$ cat config.mk
export PLATFORM = sky130hd
export DESIGN_NAME = d8m_cfg_sequencer
export DESIGN_NICKNAME = d
export VERILOG_FILES = /design/src/rtl/d8m_cfg_pkg.sv /design/src/rtl/d8m_cfg_rom.sv /design/src/rtl/d8m_cfg_sequencer.sv
export SDC_FILE = /design/constraint.sdc
export NUM_CORES = 1
export LEC_CHECK = 0
export BUFFER_PORTS_ARGS = -buffer_cell sky130_fd_sc_hd__buf_2
export CAP_MARGIN = 20
export CORE_ASPECT_RATIO = 0.8
export CORE_UTILIZATION = 50
export DETAILED_ROUTE_END_ITERATION = 7
export GPL_ROUTABILITY_DRIVEN = 0
export PLACE_DENSITY = 0.69
export SLEW_MARGIN = 0
export SYNTH_ARGS = -nofsm -noshare
export SYNTH_HDL_FRONTEND = slang
export SYNTH_HIERARCHICAL = 1
export SYNTH_SLANG_ARGS = --single-unit
export TNS_END_PERCENT = 1
$ cat constraint.sdc
create_clock -name CLK -period 5.4 [get_ports CLK]
set_input_delay 0.27 -clock CLK [delete_from_list [all_inputs] [get_ports CLK]]
set_output_delay 0.27 -clock CLK [all_outputs]
set_load 0.03 [all_outputs]
$ cat src/rtl/d8m_cfg_pkg.sv
// Shared types and helpers for the D8M configuration sequencer and its register table.
package d8m_cfg_pkg;

   typedef logic [3:0] state_t;

   localparam state_t ST_RST_LOW = 4'd0;
   localparam state_t ST_WAKE    = 4'd1;
   localparam state_t ST_FETCH   = 4'd2;
   localparam state_t ST_ISSUE   = 4'd3;
   localparam state_t ST_DELAY   = 4'd4;
   localparam state_t ST_WAIT    = 4'd5;
   localparam state_t ST_VERIFY  = 4'd6;
   localparam state_t ST_NEXT    = 4'd7;
   localparam state_t ST_DONE    = 4'd8;
   localparam state_t ST_ERROR   = 4'd9;

   typedef struct packed {
      logic [15:0] regAddr;
      logic [7:0]  data;
   } cfg_entry_t;

   // A table entry with this register address is a pause of 'data' milliseconds.
   localparam logic [15:0] DELAY_TAG = 16'hFFFF;

   function automatic longint usToCycles(input longint us, input longint clkHz);
      return (us * clkHz) / 64'sd1000000;
   endfunction

endpackage

$ cat src/rtl/d8m_cfg_rom.sv
// Synchronous register-table ROM for the D8M sensor; one cycle from address to entry.
module d8m_cfg_rom
   import d8m_cfg_pkg::*;
(
   input  logic       i_clk,
   input  logic [7:0] i_addr,
   output cfg_entry_t o_entry
);

   // Unused slots are zero-length pauses so a longer TABLE_LEN just walks through them.
   always_ff @(posedge i_clk) begin
      case (i_addr)
         8'd0:    o_entry <= {16'h3008, 8'h01};
         8'd1:    o_entry <= {DELAY_TAG, 8'h02};
         8'd2:    o_entry <= {16'h0100, 8'h01};
         8'd3:    o_entry <= {16'h3500, 8'hAA};
         default: o_entry <= {DELAY_TAG, 8'h00};
      endcase
   end

endmodule

$ cat src/rtl/d8m_cfg_sequencer.sv
// Power-up and I2C register-table sequencer for the D8M camera/MIPI bridge.
// Define D8M_CFG_READBACK_EN to read back and compare every written register.
module d8m_cfg_sequencer
   import d8m_cfg_pkg::*;
#(
   parameter int         CLK_HZ     = 50_000_000,
   parameter int         RST_LOW_US = 1000,
   parameter int         WAKE_US    = 20000,
   parameter int         TABLE_LEN  = 64,
   parameter int         MAX_RETRY  = 3,
   parameter logic [7:0] DEV_ADDR   = 8'h6C
)(
   input  logic        CLK,
   input  logic        RST,
   input  logic        iSTART,
   output logic        oRESET_N,
   output logic        oREQ,
   output logic        oRW,
   output logic [7:0]  oDEV,
   output logic [15:0] oREG,
   output logic [7:0]  oWDATA,
   input  logic        iACK,
   input  logic        iNACK,
   input  logic [7:0]  iRDATA,
   output logic        oBUSY,
   output logic        oCFG_DONE,
   output logic        oERR,
   output logic [7:0]  oERR_IDX
);

   localparam longint RST_CYC  = usToCycles(longint'(RST_LOW_US), longint'(CLK_HZ));
   localparam longint WAKE_CYC = usToCycles(longint'(WAKE_US), longint'(CLK_HZ));
   localparam longint MS_CYC   = usToCycles(64'sd1000, longint'(CLK_HZ));
   localparam longint DLY_CYC  = 64'sd255 * MS_CYC;
   localparam longint SPAN_A   = (RST_CYC > WAKE_CYC) ? RST_CYC : WAKE_CYC;
   // The one timer also serves table pauses, so it must hold the longest one.
   localparam longint TMR_SPAN = (SPAN_A > DLY_CYC) ? SPAN_A : DLY_CYC;
   localparam int     TMR_W    = $clog2(TMR_SPAN) + 1;
   localparam int     RETRY_W  = $clog2(MAX_RETRY + 1) + 1;

   localparam logic [TMR_W-1:0]   TMR_MAX     = '1;
   localparam logic [TMR_W-1:0]   RST_LOAD    = TMR_W'(RST_CYC - 64'sd1);
   localparam logic [TMR_W-1:0]   WAKE_LOAD   = TMR_W'(WAKE_CYC - 64'sd1);
   localparam logic [RETRY_W-1:0] RETRY_LIMIT = RETRY_W'(MAX_RETRY);
   localparam logic [7:0]         LAST_IDX    = 8'(TABLE_LEN - 1);
   localparam logic [39:0]        MS_CYC_W    = 40'(MS_CYC);

   state_t             r_state;
   logic [TMR_W-1:0]   r_tmr;
   logic [7:0]         r_idx;
   logic [RETRY_W-1:0] r_retry;
   logic               r_resetN;
   logic               r_req;
   logic [15:0]        r_reg;
   logic [7:0]         r_wdata;
   logic               r_busy;
   logic               r_done;
   logic               r_err;
   logic [7:0]         r_errIdx;

   cfg_entry_t         w_entry;
   logic               w_tmrZero;
   logic [39:0]        w_delayCycles;
   logic [TMR_W-1:0]   w_delayLoad;

   d8m_cfg_rom u_rom (
      .i_clk   (CLK),
      .i_addr  (r_idx),
      .o_entry (w_entry)
   );

   assign w_tmrZero     = (r_tmr == '0);
   assign w_delayCycles = 40'(w_entry.data) * MS_CYC_W;
   assign w_delayLoad   = ((w_delayCycles - 40'd1) > 40'(TMR_MAX)) ? TMR_MAX
                        : (w_delayCycles[TMR_W-1:0] - TMR_W'(1));

`ifdef D8M_CFG_READBACK_EN
   logic r_rw;
   assign oRW = r_rw;
`else
   logic w_unusedRdata;
   assign w_unusedRdata = ^iRDATA;
   assign oRW           = 1'b0;
`endif

   always_ff @(posedge CLK or posedge RST) begin
      if (RST) begin
         r_state  <= ST_RST_LOW;
         r_tmr    <= RST_LOAD;
         r_idx    <= 8'd0;
         r_retry  <= '0;
         r_resetN <= 1'b0;
         r_req    <= 1'b0;
         r_reg    <= 16'h0000;
         r_wdata  <= 8'h00;
         r_busy   <= 1'b1;
         r_done   <= 1'b0;
         r_err    <= 1'b0;
         r_errIdx <= 8'd0;
`ifdef D8M_CFG_READBACK_EN
         r_rw     <= 1'b0;
`endif
      end else begin
         case (r_state)
            ST_RST_LOW: begin
               if (w_tmrZero) begin
                  r_resetN <= 1'b1;
                  r_tmr    <= WAKE_LOAD;
                  r_state  <= ST_WAKE;
               end else begin
                  r_tmr <= r_tmr - TMR_W'(1);
               end
            end
            ST_WAKE: begin
               if (w_tmrZero) begin
                  r_idx   <= 8'd0;
                  r_retry <= '0;
                  r_state <= ST_FETCH;
               end else begin
                  r_tmr <= r_tmr - TMR_W'(1);
               end
            end
            ST_FETCH: begin
               r_state <= ST_ISSUE;
            end
            ST_ISSUE: begin
               if (w_entry.regAddr == DELAY_TAG) begin
                  if (w_entry.data == 8'h00) begin
                     r_state <= ST_NEXT;
                  end else begin
                     r_tmr   <= w_delayLoad;
                     r_state <= ST_DELAY;
                  end
               end else begin
                  r_req   <= 1'b1;
                  r_reg   <= w_entry.regAddr;
                  r_wdata <= w_entry.data;
                  r_state <= ST_WAIT;
`ifdef D8M_CFG_READBACK_EN
                  r_rw    <= 1'b0;
`endif
               end
            end
            ST_DELAY: begin
               if (w_tmrZero) begin
                  r_state <= ST_NEXT;
               end else begin
                  r_tmr <= r_tmr - TMR_W'(1);
               end
            end
            // A simultaneous ACK and NACK is taken as a NACK.
            ST_WAIT: begin
               if (iNACK) begin
                  r_req <= 1'b0;
                  if (r_retry == RETRY_LIMIT) begin
                     r_state  <= ST_ERROR;
                     r_busy   <= 1'b0;
                     r_err    <= 1'b1;
                     r_errIdx <= r_idx;
                  end else begin
                     r_retry <= r_retry + RETRY_W'(1);
`ifdef D8M_CFG_READBACK_EN
                     r_state <= r_rw ? ST_VERIFY : ST_ISSUE;
`else
                     r_state <= ST_ISSUE;
`endif
                  end
               end else if (iACK) begin
                  r_req <= 1'b0;
`ifdef D8M_CFG_READBACK_EN
                  if (!r_rw) begin
                     r_state <= ST_VERIFY;
                  end else if (iRDATA != r_wdata) begin
                     r_state  <= ST_ERROR;
                     r_busy   <= 1'b0;
                     r_err    <= 1'b1;
                     r_errIdx <= r_idx;
                  end else begin
                     r_state <= ST_NEXT;
                  end
`else
                  r_state <= ST_NEXT;
`endif
               end
            end
`ifdef D8M_CFG_READBACK_EN
            ST_VERIFY: begin
               r_req   <= 1'b1;
               r_rw    <= 1'b1;
               r_state <= ST_WAIT;
            end
`endif
            ST_NEXT: begin
               if (r_idx == LAST_IDX) begin
                  r_state <= ST_DONE;
                  r_busy  <= 1'b0;
                  r_done  <= 1'b1;
               end else begin
                  r_idx   <= r_idx + 8'd1;
                  r_retry <= '0;
                  r_state <= ST_FETCH;
               end
            end
            // A restart repeats the whole power-up, including the sensor reset pulse.
            ST_DONE, ST_ERROR: begin
               if (iSTART) begin
                  r_state  <= ST_RST_LOW;
                  r_tmr    <= RST_LOAD;
                  r_resetN <= 1'b0;
                  r_busy   <= 1'b1;
                  r_done   <= 1'b0;
                  r_err    <= 1'b0;
                  r_errIdx <= 8'd0;
                  r_idx    <= 8'd0;
                  r_retry  <= '0;
               end
            end
            default: begin
               r_state  <= ST_RST_LOW;
               r_tmr    <= RST_LOAD;
               r_resetN <= 1'b0;
               r_req    <= 1'b0;
               r_busy   <= 1'b1;
            end
         endcase
      end
   end

   assign oRESET_N  = r_resetN;
   assign oREQ      = r_req;
   assign oDEV      = DEV_ADDR;
   assign oREG      = r_reg;
   assign oWDATA    = r_wdata;
   assign oBUSY     = r_busy;
   assign oCFG_DONE = r_done;
   assign oERR      = r_err;
   assign oERR_IDX  = r_errIdx;

endmodule

# [Word-level counts from Yosys, hierarchy flattened]
# Cells that the tools add are included.
[totals] regBits=101 inputBits=13 wordCells=127
[op_classes] n_addsub=5 mux=49 eq_ne=28 n_lt_le_gt_ge=1 n_mul=1 n_reduce_logical=24 bitwise=5
[op_table] cell="2-to-1 mux 25 bit" n=6
[op_table] cell="case mux 25 bit (5 select lines)" n=1
[op_table] cell="case mux 24 bit (4 select lines)" n=1
[op_table] cell="subtractor 24 x 1 -> 25 bit (second input constant)" n=2
[op_table] cell="greater-than comparator 40 x 25 -> 1 bit (second input constant)" n=1
[op_table] cell="2-to-1 mux 8 bit" n=5
[op_table] cell="2-to-1 mux 4 bit" n=9
[op_table] cell="case mux 4 bit (8 select lines)" n=1
[op_table] cell="inequality test 2 bit (second input constant)" n=13
[op_table] cell="zero test 25 bit" n=1
[op_table] cell="subtractor 25 x 1 -> 25 bit (second input constant)" n=1
[op_table] cell="case mux 8 bit (3 select lines)" n=1
[op_table] cell="multiplier 8 x 12 -> 20 bit (second input constant)" n=1
[op_table] cell="equality test 16 bit (second input constant)" n=1
[op_table] cell="equality test 8 x 2 -> 1 bit (second input constant)" n=2
[op_table] cell="zero test 8 bit" n=2
[op_table] cell="case mux 8 bit (2 select lines)" n=1
[op_table] cell="2-to-1 mux 3 bit" n=5
[op_table] cell="AND reduction 5 bit" n=3
[op_table] cell="equality test 4 x 3 -> 1 bit (second input constant)" n=3
[op_table] cell="2-to-1 mux 1 bit" n=12
[op_table] cell="case mux 3 bit (4 select lines)" n=1
[op_table] cell="AND reduction 3 bit" n=3
[op_table] cell="adder 8 x 1 -> 8 bit (second input constant)" n=1
[op_table] cell="25 further kinds" n=36

# [Longest topological paths before layout]
# Gate-level depths: netlist (run 1).
[logic_depth] ltp_word=7 depth_mapped=20

# [Cells and area by module]
# Netlist (run 1), hierarchy kept.
[by_module_without_submodules] mod="d8m_cfg_sequencer" seq_area_each_um2=1939.4 cells_per_inst=700 area_each_um2=6304.8 instances=1
[by_module_without_submodules] mod="d8m_cfg_rom" seq_area_each_um2=160.2 cells_per_inst=38 area_each_um2=367.9 instances=1

# [Worst setup path after synthesis (run 1)]
# No wires, ideal clock.
[synth_path] path_kind="register -> register" start="register u_rom/o_entry[5] (netlist name)" end="register r_tmr[9]" setup_ns=0.077 slack_ns=0.757 path_buffers=3 t_arrival_ns=4.566 stages_incl_launch_ff=20 required_ns=5.323 cell_sequence="dfxtp_1 -> buf_4 -> ha_1 -> ha_1 -> fa_1 -> inv_1 -> fa_1 -> inv_1 -> ha_1 -> buf_2 -> a21o_1 -> a31o_2 -> or2_2 -> o211ai_1 -> a221oi_1 -> nor4_2 -> and4_4 -> buf_6 -> nor2_1 -> a31oi_1"
[synth_via] elab_chain_len=7 elab_cells_between_ends=11
[synth_lines] element="start, declared" line="d8m_cfg_rom.sv:7" text="output cfg_entry_t o_entry"
[synth_lines] element="start signal, assigned" line="d8m_cfg_rom.sv:13" text="8'd0: o_entry <= {16'h3008, 8'h01};"
[synth_lines] element="start signal, assigned" line="d8m_cfg_rom.sv:14" text="8'd1: o_entry <= {DELAY_TAG, 8'h02};"
[synth_lines] element="start signal, assigned" line="d8m_cfg_rom.sv:15" text="8'd2: o_entry <= {16'h0100, 8'h01};"
[synth_lines] element="multiplier 8 x 12 -> 20 bit" line="d8m_cfg_sequencer.sv:73" text="assign w_delayCycles = 40'(w_entry.data) * MS_CYC_W;"
[synth_lines] element="subtractor 24 x 1 -> 25 bit" line="d8m_cfg_sequencer.sv:74, d8m_cfg_sequencer.sv:75"
[synth_lines] element="greater-than comparator 40 x 25 -> 1 bit" line="d8m_cfg_sequencer.sv:74" text="assign w_delayLoad = ((w_delayCycles - 40'd1) > 40'(TMR_MAX)) ? TMR_MAX"
[synth_lines] element="2-to-1 mux 25 bit" line="d8m_cfg_sequencer.sv:74"
[synth_lines] element="2-to-1 mux 25 bit" line="d8m_cfg_sequencer.sv:128" text="if (w_entry.data == 8'h00) begin"
[synth_lines] element="2-to-1 mux 25 bit" line="d8m_cfg_sequencer.sv:127" text="if (w_entry.regAddr == DELAY_TAG) begin"
[synth_lines] element="case mux 25 bit (5 select lines)" line="d8m_cfg_sequencer.sv:104" text="case (r_state)"
[synth_lines] element="end signal, assigned" line="d8m_cfg_sequencer.sv:111" text="r_tmr <= r_tmr - TMR_W'(1);"
[synth_lines] element="end signal, assigned" line="d8m_cfg_sequencer.sv:120" text="r_tmr <= r_tmr - TMR_W'(1);"
[synth_lines] element="end signal, assigned" line="d8m_cfg_sequencer.sv:131" text="r_tmr <= w_delayLoad;"
[synth_lines] element="end, declared" line="d8m_cfg_sequencer.sv:49" text="logic [TMR_W-1:0] r_tmr;"
# Parallel ways exist; a longest one is shown, timed or not. The select of a mux whose other input is x is not followed.
# A chain may end at the register's enable or synchronous reset.

# [Final worst setup path (run 1)]
[layout_path] start="register u_rom/o_entry[5] (netlist name)" end="register r_tmr[15]"
# The elaborated chain is that of the path after synthesis.

==> results of run 1 <==
-- state kept, by name, summed over array words and instances (netlist names) --
register	count
u_rom/o_entry	8
oREQ	1
r_tmr	25
oWDATA	8
oCFG_DONE	1
r_idx	8
r_state	4
oERR_IDX	8
oRESET_N	1
oERR	1
r_retry	3
oREG	16
oBUSY	1
-- routing by layer --
layer	share of wire, %	routed length, µm
met5	0	0
met2	45	6790
met3	4.6	698
met1	50	7550
met4	1.1	169
-- synthesized netlist by cell type, types with 4 or more instances --
master and n:
ha_1 61, a21oi_1 35, nand2b_1 11, buf_4 25, fa_1 12, a22oi_1 4
dfstp_2 10, nor2_1 64, o21ai_1 11, or3_1 10, o22ai_1 6, dfxtp_1 8
buf_6 7, a31oi_1 5, clkbuf_1 16, xor2_1 10, o21ai_0 59, o211ai_1 4
dfrtp_1 67, and3_1 5, o31ai_1 8, nand3_1 14, or4_4 4, a21o_1 8
nand4_1 7, inv_1 35, o21a_1 7, nor3_1 18, nor2b_1 6, a221oi_1 4
or4_1 4, xnor2_1 21, or2_2 7, nand2_1 54, a22o_1 5, nor4_1 12
mux2_2 24, a211oi_1 7
-- stage by stage --
stage / hold WS [ps] / power, W / cells / cell area, µm² / utilization [%]
6_report: 205 / 0.00339 / 931 / 7120 / 55.1
5_1_grt: 316 / 0.00365 / 931 / 7120 / 55.1
4_1_cts: 254 / 0.00338 / 929 / 7090 / 54.9
3_5_place_dp: 465 / 0.00274 / 913 / 6790 / 52.6
3_3_place_gp: 460 / 0.00267 / 913 / 6790 / 52.6
2_1_floorplan: 449 / 0.00241 / 747 / 6710 / -
-- repair_timing --
item,4_1_cts,5_1_grt
endpoints found under the setup margin,0,1
buffers inserted,0,0
endpoints found under the hold margin,0,0
gates resized for setup,0,1
-- cell type report --
class                   count  area [µm²]
fillers                  1186        5800
multi-input cells         575        4130
flip-flops and latches     85        2100
repair buffers             45         243
clock buffers               9         225
well taps                 175         219
inverters                  35         131
clock inverters             7        75.1
-- path summary, 6_finish.rpt --
check                            startpoint           to  slack (ps)  cells after the start
max in group asynchronous               RST    r_tmr[18]        4550                      3
min                                     RST     r_idx[4]         210                      3
max                        u_rom/o_entry[5]    r_tmr[15]         370                     15
max reg2reg                u_rom/o_entry[5]    r_tmr[15]         370                     15
min in group CLK                     iSTART    oCFG_DONE         270                      4
min reg2reg                     oERR_IDX[6]  oERR_IDX[6]         470                      2
-- cell families (layout without fill, tap and decap cells) --
logic type                 count (synthesis)  count (layout)  share of synthesized area [%]
muxes                                     26              26                           4.35
DFF                                       85              85                           31.5
other                                      3              12                          0.169
and+or+nand+nor                          243             243                           19.4
xor gates and xnor gates                  31              31                           4.07
adders and majority gates                 73              73                           15.0
buffers and inverters                     87              96                           7.29
AOI/OAI and AO/OA                        190             190                           18.2
-- power by group --
| part | total (W) | switching (W) | internal [W] |
|---|---|---|---|
| Clock | 0.000623 | 0.000295 | 0.000328 |
| Sequential | 0.00101 | 0.000197 | 0.000816 |
| Combinational | 0.00176 | 0.00109 | 0.000666 |
| Total | 0.00339 | 0.00158 | 0.00181 |
-- critical path, stage by stage, from the launching register on --
cell and delay, ps:
dfxtp_1 600, inv_1 90, ha_1 340, ha_1 270
fa_1 480, ha_1 310, ha_1 380, o211a_1 260
o31a_1 160, or3_1 420, a221oi_1 380, o2111ai_1 300
nor4_2 320, and4_4 390, nor2_1 80, a31oi_1 200
==> impl_metrics.env, run 1 <==
export IMPL_insertion_delay_ps=350
export IMPL_grt_pass1_wl_um=25600
export IMPL_slew_headroom_pct=35.2
export IMPL_slew_violations=0
export IMPL_status="finished, final reports clean"
export IMPL_power_leakage_nw=3.26
export IMPL_rsz0062_at_grt="false"
export IMPL_final_common_cell="dfrtp_1"
export IMPL_synth_edf_count=0
export IMPL_grt_met1_usage_pct=32.7
export IMPL_min_path_type="in -> async"
export IMPL_yosysTopAreaCellShare_pct=25.1
export IMPL_port_buffer_count=41
export IMPL_critical_path_required_ps=5670
export IMPL_period_minus_slack_ps=5030
export IMPL_post_drt_wl_per_cell_um=16.3
export IMPL_grt_usage_pct=22.7
export IMPL_ys_seq_area_share_pct=31.5
export IMPL_clk_transition_reported_paths_ps=80
export IMPL_worstPathMaxFanout=13
export IMPL_drt_iter0_drc=422
export IMPL_use_met3_pct=3.70
export IMPL_die_h_um=105
export IMPL_tightest_slew_ps=973
export IMPL_yosysWarnings=6
export IMPL_root_buffer="clkbuf_16"
export IMPL_busiest_layer="met2"
export IMPL_dp_hpwl_um=11400
export IMPL_postRouteAntennaNets=0
export IMPL_setup_ws_ps=370
export IMPL_hold_viol=0
export IMPL_synth_seq_cells=85
export IMPL_syn_cell_area_um2=6670
export IMPL_powerDensity_nw_per_um2=476
export IMPL_most_common_layout_cells="67 x dfrtp_1, 63 x nor2_1, 61 x ha_1"
export IMPL_via_count=5481
export IMPL_worst_setup_path_type="reg -> reg"
export IMPL_ys_top_cells_by_area="dfrtp_1 25%, ha_1 11%, o21ai_0 4.4%"
export IMPL_cp_start_kind="register"
export IMPL_via_per_inst=5.89
export IMPL_worstPathArrival_ps=5300
export IMPL_cts_hold_buffers=0
export IMPL_avgSynthCellArea_um2=9.04
export IMPL_async_flop_share_pct=90.6
export IMPL_synth_area_leader_cell="dfrtp_1"
export IMPL_grt_max_degree=78
export IMPL_die_w_um=131
export IMPL_dieArea_um2=13800
export IMPL_syn_inst=738
export IMPL_skew_ps=10.5
export IMPL_area_growth_syn_to_layout_pct=6.69
export IMPL_drive_gt1_share_pct=16.8
export IMPL_setup_viol=0
export IMPL_grt_ovfl_total=0
export IMPL_finalSetupTns_ps=0
export IMPL_place_ws_ps=313
export IMPL_htreeDepth=3
export IMPL_num_nets_final=837
export IMPL_route_detailed_drc=0
export IMPL_fmax_ghz=0.199
export IMPL_crit_path_end_kind="register"
export IMPL_std_cell_rows=37
export IMPL_antenna_found_initial=0
export IMPL_clk_path_buf_depth=2
export IMPL_dr_pass1_iters=5
export IMPL_peakVddDrop_mv=0.219
export IMPL_cts_buffers=9
export IMPL_finalCritPeriodShare_pct=93.2
export IMPL_diodes=0
export IMPL_tritoncts="built"
export IMPL_maxCapViolCount=0
export IMPL_synth_flop_cell="dfrtp_1"
export IMPL_clkSinkCount=85
export IMPL_start_util_pct=51.7
export IMPL_wl_um=15200
export IMPL_grt_pass1_vias=5164
export IMPL_synth_cell_types=80
export IMPL_met2_usage_pct=35.4
export IMPL_core_um2=12900
export IMPL_ios=59
(Power assumes the default switching activity.)
==> run 2: changes to the inputs <==
--- a/config.mk
+++ b/config.mk
@@ -11,10 +11,9 @@
 export CORE_UTILIZATION = 50
 export DETAILED_ROUTE_END_ITERATION = 7
 export GPL_ROUTABILITY_DRIVEN = 0
-export PLACE_DENSITY = 0.69
+export PLACE_DENSITY = 0.7
 export SLEW_MARGIN = 0
 export SYNTH_ARGS = -nofsm -noshare
 export SYNTH_HDL_FRONTEND = slang
-export SYNTH_HIERARCHICAL = 1
 export SYNTH_SLANG_ARGS = --single-unit
 export TNS_END_PERCENT = 1
==> run 2 against run 1 <==
The flow now finishes with violations (DRC). Largest power group is now the clock network. Worst hold slack lost 58 ps. Synthesized cell count shrank 25%. Critical path type unchanged. Final area shrank 27%. Final cell count shrank 26%. Via count shrank 20%. Non-clock buffer count shrank 4. Global-route usage grew 2.6 points. Sequential share of layout area grew 3.2 points. Utilization grew 1.1 points. Sequential power shrank 49%. Clock skew shrank 2.7 ps.
==> impl_metrics.env, run 2 <==
export IMPL_status="finished with violations"
export IMPL_violations="DRC"
export IMPL_num_nets_final=604
export IMPL_yosysMostFrequentCell="nor2_1"
export IMPL_most_common_layout_cells="58 x nor2_1, 51 x dfrtp_1, 38 x buf_2"
export IMPL_slew_headroom_pct=26.5
export IMPL_route_detailed_drc=3
export IMPL_grt_pass1_vias=3944
export IMPL_peakVddDrop_mv=0.240
export IMPL_start_util_pct=52.5
export IMPL_ys_seq_area_share_pct=35.1
export IMPL_setup_viol=0
export IMPL_via_per_inst=6.33
export IMPL_tightest_slew_ps=1100
export IMPL_ys_top_cells_by_area="dfrtp_1 26%, dfstp_2 5.4%, ha_1 5.4%"
export IMPL_powerDensity_nw_per_um2=209
export IMPL_dr_pass1_iters=8
export IMPL_cts_buffers=9
export IMPL_syn_inst=554
export IMPL_core_um2=9230
export IMPL_area_growth_syn_to_layout_pct=7.24
export IMPL_maxCapViolCount=0
export IMPL_worstPathArrival_ps=4090
export IMPL_cp_start_kind="register"
export IMPL_drive_gt1_share_pct=16.7
export IMPL_avgSynthCellArea_um2=8.74
export IMPL_tritoncts="built"
export IMPL_rsz0062_at_grt="false"
export IMPL_clk_path_buf_depth=2
export IMPL_regToRegSetupSlack_ps=1570
export IMPL_fin_total_pwr_w=0.00109
export IMPL_syn_cell_area_um2=4840
export IMPL_grt_usage_pct=25.3
export IMPL_slew_violations=0
export IMPL_critical_path_required_ps=5660
export IMPL_postRouteAntennaNets=0
export IMPL_post_drt_wl_per_cell_um=18.0
export IMPL_postCtsSetupRepairBufs=0
export IMPL_period_minus_slack_ps=3830
export IMPL_synth_area_leader_cell="dfrtp_1"
export IMPL_antenna_found_initial=0
export IMPL_final_common_cell="nor2_1"
export IMPL_ios=59
export IMPL_largest_reg_flops=25
export IMPL_grt_pass1_wl_um=20400
export IMPL_min_path_type="in -> async"
export IMPL_finalCritPeriodShare_pct=70.9
export IMPL_clkSinkCount=69
export IMPL_instances_no_fill=690
export IMPL_insertion_delay_ps=330
export IMPL_std_cell_rows=31
export IMPL_hold_viol=0
export IMPL_synth_seq_cells=69
export IMPL_clk_transition_reported_paths_ps=60
export IMPL_die_w_um=112
export IMPL_wl_um=12400
export IMPL_top_register="r_tmr"
export IMPL_synthTopCellsByCount="58 x nor2_1, 51 x dfrtp_1, 35 x nand2_1, 35 x o21ai_0, 31 x a21oi_1"
export IMPL_cts_hold_buffers=0
export IMPL_cts_resized=0
export IMPL_drt_iter0_drc=482
export IMPL_via_count=4367
export IMPL_grt_ovfl_total=0
export IMPL_diodes=0
export IMPL_htreeDepth=3
export IMPL_dp_hpwl_um=8970
export IMPL_worst_setup_path_type="reg -> reg"
export IMPL_dieArea_um2=10100
export IMPL_synth_flop_cell="dfrtp_1"
export IMPL_die_h_um=90.0
export IMPL_grt_max_degree=62
export IMPL_synth_cell_types=75
export IMPL_skew_ps=7.77
export IMPL_dp_cells=674
export IMPL_root_buffer="clkbuf_16"
export IMPL_stdcell_area_um2=5190
export IMPL_worstPathMaxFanout=20
export IMPL_yosysTopAreaCellShare_pct=26.4
export IMPL_power_leakage_nw=2.33
export IMPL_fmax_ghz=0.261
export IMPL_finalSetupTns_ps=0
export IMPL_fillers=851
export IMPL_yosysWarnings=0
export IMPL_async_flop_share_pct=88.4
export IMPL_crit_path_end_kind="register"
export IMPL_synth_edf_count=0
export IMPL_port_buffer_count=38
export IMPL_place_area_um2=4910
==> run 2: cell count changes in the layout (fill, tap and decap cells not counted), sizes merged, moves of 5 or more <==
cell	delta
a22o	+5
a311oi	+5
dfrtp	-16
fa	-12
ha	-40
inv	-25
mux2	-20
nand2	-19
nand2b	-5
nor2	-7
o21ai	-31
o22a	+5
xnor2	-9
==> run 2: cell type report <==
class / count / area, µm² / share of cell area (%)
clock buffers: 10 / 239 / 4.60
well taps: 115 / 144 / 2.77
repair buffers: 41 / 213 / 4.10
clock inverters: 6 / 38.8 / 0.747
inverters: 14 / 52.6 / 1.01
flip-flops and latches: 69 / 1700 / 32.7
multi-input cells: 435 / 2810 / 54.0
==> run 2: path summary, 6_finish.rpt <==
kind,start,endpoint,depth (start not counted)
setup / recovery,u_rom.o_entry[5],r_tmr[22],9
hold / removal,RST,oERR_IDX[1],3
setup reg to reg,u_rom.o_entry[5],r_tmr[22],9
hold reg to reg,oERR,oERR,1
max in group asynchronous,RST,r_tmr[21],3
min in group CLK,iSTART,oCFG_DONE,2
==> run 2: kinds of logic (layout without fill, tap and decap cells) <==
group	after synthesis	in the layout	synth area share [%]
DFF	69	69	35.1
adders and majority gates	21	21	5.43
buffers and inverters	60	71	7.73
muxes	7	7	1.55
other	2	12	0.155
and+or+nand+nor	213	213	23.5
xor gates and xnor gates	21	21	4.08
AOI/OAI and AO/OA	161	161	22.5
==> run 2: metrics by stage <==
stage                     setup WS (ps)  hold slack (ps)  util, %
after floorplan                    2210              355        -
after global placement             1790              455     53.2
after detailed placement           1660              461     53.2
after CTS                          1640              166     56.2
after global routing               1240              185     56.2
final                              1570              147     56.2
==> run 2: worst max-delay path, cell delays in order, from the launching register on <==
cell	delay [ps]
dfxtp_1	790
ha_1	470
xnor2_1	520
ha_1	380
nand4bb_1	200
nor4_1	380
o211ai_1	240
a21oi_1	340
nand4_1	260
nand4_1	160
==> run 2: routing by layer <==
layer / global-route usage, % / up-vias / share of wire, % / wire length, µm
met3: 5.80 / 11 / 8.5 / 1050
met2: 36.9 / 217 / 43 / 5290
li1: - / 2058 / - / -
met1: 38.4 / 2081 / 48 / 5960
met5: 0 / - / 0 / 0
met4: 4.33 / 0 / 0.75 / 93
==> run 2: where the power goes <==
part / internal (W) / leakage [nW] / switching, W / total, W
Clock: 0.000321 / 0.134 / 0.000226 / 0.000547
Combinational: 0.00000178 / 1.39 / 0.0000213 / 0.0000231
Sequential: 0.000517 / 0.803 / 0 / 0.000517
